## config.mk

```make
export PLATFORM = sky130hd
export DESIGN_NAME = vga_timing_gen_flat
export DESIGN_NICKNAME = d
export VERILOG_FILES = /design/src/rtl/vga_timing_gen_if.sv /design/src/rtl/vga_timing_gen.sv /design/src/flat_wrapper.sv
export SDC_FILE = /design/constraint.sdc
export NUM_CORES = 1
export LEC_CHECK = 0
export ABC_AREA = 1
export BUFFER_PORTS_ARGS = -buffer_cell sky130_fd_sc_hd__buf_2
export CAP_MARGIN = 20
export CORE_UTILIZATION = 49
export DETAILED_ROUTE_END_ITERATION = 8
export HOLD_SLACK_MARGIN = 0.15
export PLACE_DENSITY = 0.83
export SLEW_MARGIN = 25
export SYNTH_ARGS = -nofsm -noshare
export SYNTH_HDL_FRONTEND = slang
export SYNTH_SLANG_ARGS = --single-unit
```

## constraint.sdc

```tcl
create_clock -name clk -period 1.4 [get_ports clk]
set_clock_uncertainty 0.1 [all_clocks]
set_input_delay 0.14 -clock clk [delete_from_list [all_inputs] [get_ports clk]]
set_output_delay 0.14 -clock clk [all_outputs]
set_load 0.02 [all_outputs]
```

## src/rtl/vga_timing_gen_if.sv

```systemverilog
// Raster timing bundle from the VGA timing generator to the pixel/framebuffer pipeline.
// The generator drives it through the master modport; consumers use the slave modport.
interface vga_timing_gen_if #(
   parameter int CNT_W   = 10,
   parameter int FRAME_W = 8
);
   logic               pix_ce;
   logic [CNT_W-1:0]   h_count;
   logic [CNT_W-1:0]   v_count;
   logic               hsync;
   logic               vsync;
   logic               de;
   logic               line_start;
   logic               frame_start;
   logic [FRAME_W-1:0] frame_count;

   modport master (
      output pix_ce, h_count, v_count, hsync, vsync, de,
             line_start, frame_start, frame_count
   );

   modport slave (
      input  pix_ce, h_count, v_count, hsync, vsync, de,
             line_start, frame_start, frame_count
   );
endinterface

```

## src/rtl/vga_timing_gen.sv

```systemverilog
// Parametrised VGA raster timing generator.
// Produces a pixel clock-enable, counters and zero-latency sync/de/strobe decodes.
module vga_timing_gen #(
   parameter int CLK_DIV   = 2,
   parameter int H_VIS     = 640,
   parameter int H_FP      = 16,
   parameter int H_SP      = 96,
   parameter int H_BP      = 48,
   parameter int V_VIS     = 480,
   parameter int V_FP      = 10,
   parameter int V_SP      = 2,
   parameter int V_BP      = 33,
   parameter bit HSYNC_POL = 1'b0,
   parameter bit VSYNC_POL = 1'b0,
   parameter int CNT_W     = 10,
   parameter int FRAME_W   = 8
) (
   input  logic               clk,
   input  logic               arst_n,
   input  logic               en,
   vga_timing_gen_if.master   vga
);

   localparam int H_TOTAL = H_VIS + H_FP + H_SP + H_BP;
   localparam int V_TOTAL = V_VIS + V_FP + V_SP + V_BP;
   localparam int DIV_W   = (CLK_DIV > 1) ? $clog2(CLK_DIV) : 1;

   localparam logic [CNT_W-1:0] H_LAST   = CNT_W'(H_TOTAL - 1);
   localparam logic [CNT_W-1:0] V_LAST   = CNT_W'(V_TOTAL - 1);
   localparam logic [CNT_W-1:0] H_SYNC_B = CNT_W'(H_VIS + H_FP);
   localparam logic [CNT_W-1:0] H_SYNC_E = CNT_W'(H_VIS + H_FP + H_SP - 1);
   localparam logic [CNT_W-1:0] V_SYNC_B = CNT_W'(V_VIS + V_FP);
   localparam logic [CNT_W-1:0] V_SYNC_E = CNT_W'(V_VIS + V_FP + V_SP - 1);
   localparam logic [CNT_W-1:0] H_VIS_C  = CNT_W'(H_VIS);
   localparam logic [CNT_W-1:0] V_VIS_C  = CNT_W'(V_VIS);
   localparam logic [DIV_W-1:0] DIV_LAST = DIV_W'(CLK_DIV - 1);

   if (CLK_DIV < 1 || H_VIS < 1 || H_FP < 1 || H_SP < 1 || H_BP < 1 ||
       V_VIS < 1 || V_FP < 1 || V_SP < 1 || V_BP < 1) begin : g_bad_timing
      $error("vga_timing_gen: every timing parameter and CLK_DIV must be >= 1");
   end
   if (H_TOTAL > (1 << CNT_W) || V_TOTAL > (1 << CNT_W)) begin : g_bad_width
      $error("vga_timing_gen: CNT_W too narrow for H_TOTAL/V_TOTAL");
   end

   logic [DIV_W-1:0]   div_cnt;
   logic [CNT_W-1:0]   h_count;
   logic [CNT_W-1:0]   v_count;
   logic [FRAME_W-1:0] frame_count;
   logic               running;
   logic               pix_ce;
   logic               line_start;

   assign pix_ce = en && (div_cnt == DIV_LAST);

   // All state holds while en is low; reset wins over everything.
   always_ff @(posedge clk) begin
      if (!arst_n) begin
         div_cnt     <= '0;
         h_count     <= '0;
         v_count     <= '0;
         frame_count <= '0;
         running     <= 1'b0;
      end else if (en) begin
         div_cnt <= pix_ce ? '0 : div_cnt + 1'b1;
         if (pix_ce) begin
            running <= 1'b1;
            if (h_count == H_LAST) begin
               h_count <= '0;
               if (v_count == V_LAST) begin
                  v_count     <= '0;
                  frame_count <= frame_count + 1'b1;
               end else begin
                  v_count <= v_count + 1'b1;
               end
            end else begin
               h_count <= h_count + 1'b1;
            end
         end
      end
   end

   // Decodes describe the pixel currently addressed, so no extra pipeline delay.
   assign line_start      = pix_ce && (h_count == '0);
   assign vga.pix_ce      = pix_ce;
   assign vga.h_count     = h_count;
   assign vga.v_count     = v_count;
   assign vga.frame_count = frame_count;
   assign vga.line_start  = line_start;
   assign vga.frame_start = line_start && (v_count == '0);
   assign vga.hsync       = (h_count >= H_SYNC_B && h_count <= H_SYNC_E) ? HSYNC_POL : ~HSYNC_POL;
   assign vga.vsync       = (v_count >= V_SYNC_B && v_count <= V_SYNC_E) ? VSYNC_POL : ~VSYNC_POL;
   assign vga.de          = running && (h_count < H_VIS_C) && (v_count < V_VIS_C);

endmodule
```

## src/flat_wrapper.sv

```systemverilog
// flat-port wrapper written by rule: the top's interface ports become plain ports
module vga_timing_gen_flat 
#(
   parameter int CLK_DIV   = 2,
   parameter int H_VIS     = 640,
   parameter int H_FP      = 16,
   parameter int H_SP      = 96,
   parameter int H_BP      = 48,
   parameter int V_VIS     = 480,
   parameter int V_FP      = 10,
   parameter int V_SP      = 2,
   parameter int V_BP      = 33,
   parameter bit HSYNC_POL = 1'b0,
   parameter bit VSYNC_POL = 1'b0,
   parameter int CNT_W     = 10,
   parameter int FRAME_W   = 8
)
  (clk, arst_n, en, vga_pix_ce, vga_h_count, vga_v_count, vga_hsync, vga_vsync, vga_de, vga_line_start, vga_frame_start, vga_frame_count);
  vga_timing_gen_if #(.CNT_W(CNT_W), .FRAME_W(FRAME_W)) vga_i ();
  input  logic clk;
  input  logic arst_n;
  input  logic en;
  output wire logic [$bits(vga_i.pix_ce)-1:0] vga_pix_ce;
  output wire logic [$bits(vga_i.h_count)-1:0] vga_h_count;
  output wire logic [$bits(vga_i.v_count)-1:0] vga_v_count;
  output wire logic [$bits(vga_i.hsync)-1:0] vga_hsync;
  output wire logic [$bits(vga_i.vsync)-1:0] vga_vsync;
  output wire logic [$bits(vga_i.de)-1:0] vga_de;
  output wire logic [$bits(vga_i.line_start)-1:0] vga_line_start;
  output wire logic [$bits(vga_i.frame_start)-1:0] vga_frame_start;
  output wire logic [$bits(vga_i.frame_count)-1:0] vga_frame_count;
  assign vga_pix_ce = vga_i.pix_ce;
  assign vga_h_count = vga_i.h_count;
  assign vga_v_count = vga_i.v_count;
  assign vga_hsync = vga_i.hsync;
  assign vga_vsync = vga_i.vsync;
  assign vga_de = vga_i.de;
  assign vga_line_start = vga_i.line_start;
  assign vga_frame_start = vga_i.frame_start;
  assign vga_frame_count = vga_i.frame_count;
  vga_timing_gen #(.CLK_DIV(CLK_DIV), .H_VIS(H_VIS), .H_FP(H_FP), .H_SP(H_SP), .H_BP(H_BP), .V_VIS(V_VIS), .V_FP(V_FP), .V_SP(V_SP), .V_BP(V_BP), .HSYNC_POL(HSYNC_POL), .VSYNC_POL(VSYNC_POL), .CNT_W(CNT_W), .FRAME_W(FRAME_W)) u_core (.clk(clk), .arst_n(arst_n), .en(en), .vga(vga_i));
endmodule
```

After elaboration in Yosys (flattened, before gate mapping)
Cells that the tools add are included.
{"block": "word_totals", "reg_bits": 30}
{"block": "op_classes", "mux": 5, "add_sub_neg": 4, "reduce_logical": 12, "magnitude_cmp": 6, "n_eq_ne": 2}
{"op": "adder 10 x 1 -> 10 bit, second input constant", "count": 2}
{"op": "equality test 10 bit, second input constant", "count": 2}
{"op": "zero test 10 bit", "count": 2}
{"op": "two-way mux 10 bit", "count": 2}
{"op": ">= comparator 10 bit, second input constant", "count": 1}
{"op": ">= comparator 10 x 9 -> 1 bit, second input constant", "count": 1}
{"op": "less-or-equal comparator 10 bit, second input constant", "count": 1}
{"op": "less-or-equal comparator 10 x 9 -> 1 bit, second input constant", "count": 1}
{"op": "less-than comparator 10 bit, second input constant", "count": 1}
{"op": "less-than comparator 10 x 9 -> 1 bit, second input constant", "count": 1}
{"op": "adder 8 x 1 -> 8 bit, second input constant", "count": 1}
{"op": "logical AND 1 bit", "count": 7}
{"op": "AND reduction 4 bit", "count": 1}
{"op": "two-way mux 1 bit", "count": 3}
{"op": "AND reduction 3 bit", "count": 1}
{"op": "AND reduction 2 bit", "count": 1}
{"op": "adder 1 bit, second input constant", "count": 1}

Logic depth before layout (Yosys ltp)
{"block": "depth", "word_depth": 3, "depth_mapped": 11, "mapped_depth_nobuf": 10}

Worst setup path after synthesis
OpenSTA, ideal clock, no wires.
{"block": "synth_timing", "path_kind": "reg2reg", "startpoint": "register u_core.h_count[1], in the netlist u_core.vga.h_count[1]", "endpoint": "register u_core.v_count[4], in the netlist u_core.vga.v_count[4]", "t_required_ps": 1187, "path_slack_ps": -262, "setup_ps": 113, "n_path_buf": 1, "period_less_slack_ps": 1662, "path_stages_with_launch": 10, "arrival_time_ps": 1449, "cell_sequence": "dfxtp_1 -> ha_1 -> inv_1 -> nor2_2 -> nand3_2 -> nor2_4 -> buf_8 -> nand3_1 -> nor2_1 -> nor2_1"}
{"block": "synth_via", "elab_chain_cells": 2}
{"element": "start: declaration", "line": "vga_timing_gen.sv:47", "source": "logic [CNT_W-1:0] h_count;"}
{"element": "start signal: assignment", "line": "vga_timing_gen.sv:77", "source": "h_count <= h_count + 1'b1;"}
{"element": "equality test 10 bit", "line": "vga_timing_gen.sv:68", "source": "if (h_count == H_LAST) begin"}
{"element": "AND reduction 3 bit (no source line)"}
{"element": "end signal: assignment", "line": "vga_timing_gen.sv:74", "source": "v_count <= v_count + 1'b1;"}
{"element": "end: declaration", "line": "vga_timing_gen.sv:48", "source": "logic [CNT_W-1:0] v_count;"}
Every way passes these cells.
A chain may end at the register's enable or synchronous reset.

Worst setup path after layout
Ends and elaborated chain as after synthesis.

==> metrics.md <==
| Metric | Value |
|---|---|
| Iter 0 DRT Violations | 593 |
| Largest net degree at the start of global routing | 13 |
| Final Cycle Share | 1.329 |
| Drt total wl | 10.44 mm |
| #FFs+latches synth | 30 |
| Crit-path cells | ha_4 -> inv_4 -> nor2_4 -> nand3_2 -> nor2_4 -> buf_6 -> buf_8 -> nand3_4 -> nor2_1 -> nor2_1 |
| Clock-pin slew on the worst setup and hold paths | 0.08 ns |
| Synth top area cells | dfxtp_1 33%, nand2_1 14%, nor2_1 9.9% |
| Sequential-to-total area share from yosys stat | 0.3301 |
| Synth Flop Type | dfxtp_1 |
| Crit Path Class | register to register |
| Critical Path Start | u_core.vga.h_count[1] |
| Worst R2R Start | u_core.vga.h_count[1] |
| CTS tree | done |
| I/O pin total | 37 |
| Static leakage | 0.001543 uW |
| Die area | 3960 um2 |
| Slowest stage cell, crit path | dfxtp_4 |
| Fmax | 0.5374 GHz |
| Post-synth ARST share | 0 |
| Drt pass-1 iters | 9 |
| Via count | 2905 |
| Hold Vio Cnt, Final | 0 |
| VDD IR max | 0.8062 mV |
| CTS Root Cell | clkbuf_8 |
| Cell Rows | 21 |
| Layout cells sized above 1 | 0.5696 |
| Slew @ Worst Pin | 0.5067 ns |
| RD Place Congestion | 0.8931 |
| Worst hold slack | 0.2973 ns |
| Reg2Reg Depth | 10 |
| Clock H-tree levels | 2 |
| Layout Utilization | 0.9502 |
| Initial antenna violation count | 0 |
| Post-synth top cells | 68 x nand2_1, 48 x nor2_1, 47 x inv_1, 30 x dfxtp_1, 17 x nand3_1 |
| MaxCap Viol Count | 0 |
| Final Non-Filler Cells | 441 |
| Critical R2R Capture | u_core.vga.v_count[4] |
| Number of nets in the layout | 402 |
| Synthesized instance count | 284 |
| Fillers | 92 |
| CP max FO | 5 |
| R2R Setup Slk | -0.46 ns |
| Vias/cell | 6.587 |
| EDFF count, synth | 0 |
| Slew HR | 0.6604 |
| Sinks on Clock Net | 30 |
| Longest Clk Path Bufs | 2 |
| Routed Antenna Nets | 0 |
| Critical path endpoint | u_core.vga.v_count[4] |
| Drc violations | 0 |
| Initial Util | 0.5285 |
| Syn-to-layout area delta | 79.78% |
| Ys Warns | 0 |
| Worst-Skew Late Latency | 0.31 ns |
| Slack of the critical path | -0.4610 ns |
| Status | finished, violations left |
| Core area | 3442 um2 |
| Die Width | 62.93 um |
| Worst EP arrival | 1.95 ns |
| Slowest stage delay, CP | 0.39 ns |
| Grt total ovfl | 0 |
| Pwr Total | 1826 uW |
| Avg WL per Cell | 23.67 um |
| Synthesized area | 1819 um2 |
| Hold Path Class | primary input to register |
| Distinct cells, synth | 26 |
| Buffers on Ports | 36 |
| Hpwl dp | 3.587 mm |
| Most frequent cell after synthesis | nand2_1 |
| RSZ-0062 raised after global routing | yes |
| TritonCTS Buffers | 5 |
| Total track usage | 0.3798 |
| Post-synth top area cell | dfxtp_1 |
| Final setup violation count | 33 |
| Worst setup SP type | register |
| Inst Count DP | 400 |
| CP Data Required Time | 1.49 ns |
| First-pass GRT wire length | 11.62 mm |
| Syn_area_per_cell | 6.406 um2 |
| Power per cell area | 558.4 nW/um2 |
| CP Capture Type | register |
| Minimum clock period | 1.861 ns |
| Chip height | 62.93 um |
| Vias in the first global route | 2387 |
| Syn Nets | 292 |
| Max Slew Vio Count | 0 |
| Failing checks | setup timing |
| Antenna diode count | 0 |
| Pre-CTS setup slack | -0.1780 ns |
| Yosys top cell area share | 0.3301 |
## worst min-delay path by stage
stage / from / to / cells after the start
2_1_floorplan: en / u_core.div_cnt / 2
3_3_place_gp: en / u_core.div_cnt / 3
3_5_place_dp: en / u_core.div_cnt / 3
4_1_cts: en / u_core.running / 5
5_1_grt: en / u_core.div_cnt / 5
6_report: en / u_core.div_cnt / 5
## stage by stage
stage	area, um2	TNS [ns]
6_report	3271	-9.414
5_1_grt	3271	-10.77
4_1_cts	2894	-4.162
3_5_place_dp	2385	-2.375
3_3_place_gp	2385	-1.893
2_1_floorplan	1901	-0.7863
## state kept, by name, summed over array words and instances, names as in the netlist
register,count
u_core.vga.frame_count,8
u_core.div_cnt,1
u_core.running,1
u_core.vga.h_count,10
u_core.vga.v_count,10
## critical path: cells and delay by family (launching register included)
family | cells | cell delay [ns]
and+or+nand+nor | 6 | 0.75
DFF | 1 | 0.39
adders and majority gates | 1 | 0.17
buffers and inverters | 3 | 0.31
## layout by cell type (no fill, tap or decap), types with 6 or more instances in the layout
cell type / instances
clkbuf_8: 6
nand3_1: 10
dfxtp_1: 10
inv_2: 8
inv_4: 10
buf_4: 51
inv_1: 31
nor3_4: 7
nand2_1: 51
nand2_4: 8
nand3_2: 11
dfxtp_4: 13
nand2_2: 11
nor2_1: 34
nor2_4: 10
o21ai_1: 7
nand4_1: 10
nor2_2: 7
buf_2: 31
buf_6: 22
dfxtp_2: 7
## kinds of logic after synthesis
group / share of synthesized area
AND/OR/NAND/NOR: 0.4409
buffers and inverters: 0.1293
flip-flops: 0.3301
AO/OA/AOI/OAI: 0.05089
adder cells (fa/ha/maj): 0.03439
XOR/XNOR: 0.01445
## layer usage
metal | global-route usage | share of wire | wire length, um | vias up
li1 | - | - | - | 1112
met3 | 0.08942 | 0.14 | 1491 | 129
met4 | 0.1860 | 0.10 | 1040 | 0
met1 | 0.4579 | 0.32 | 3349 | 1301
met5 | 0 | 0 | 0 | -
met2 | 0.6263 | 0.44 | 4557 | 363
## report_power, final
group | switching, uW | internal, uW
sequential | 10.7 | 837
clock | 408 | 397
combinational | 109 | 64.7
total | 528 | 1300
## timing repair
action / 4_1_cts / 5_1_grt
endpoints found under the setup margin: 30 / 32
hold endpoints to repair: 5 / 0
gates resized for setup: 86 / 77
pin swaps: 35 / 49
hold buffers: 3 / 0
gates cloned: 2 / 0
setup buffers: 14 / 15
## cell type report
| cell class | count | area, um2 | share of cell area |
|---|---|---|---|
| inverter | 49 | 209.0 | 0.06389 |
| timing repair buffer | 109 | 850.8 | 0.2601 |
| sequential | 30 | 658.1 | 0.2012 |
| tap | 46 | 57.56 | 0.01760 |
| clock buffer | 7 | 86.33 | 0.02640 |
| clock inverter | 1 | 5.005 | 0.001530 |
| multi-input combinational | 199 | 1404 | 0.4292 |
No activity file was read; power rests on OpenSTA's default activity.
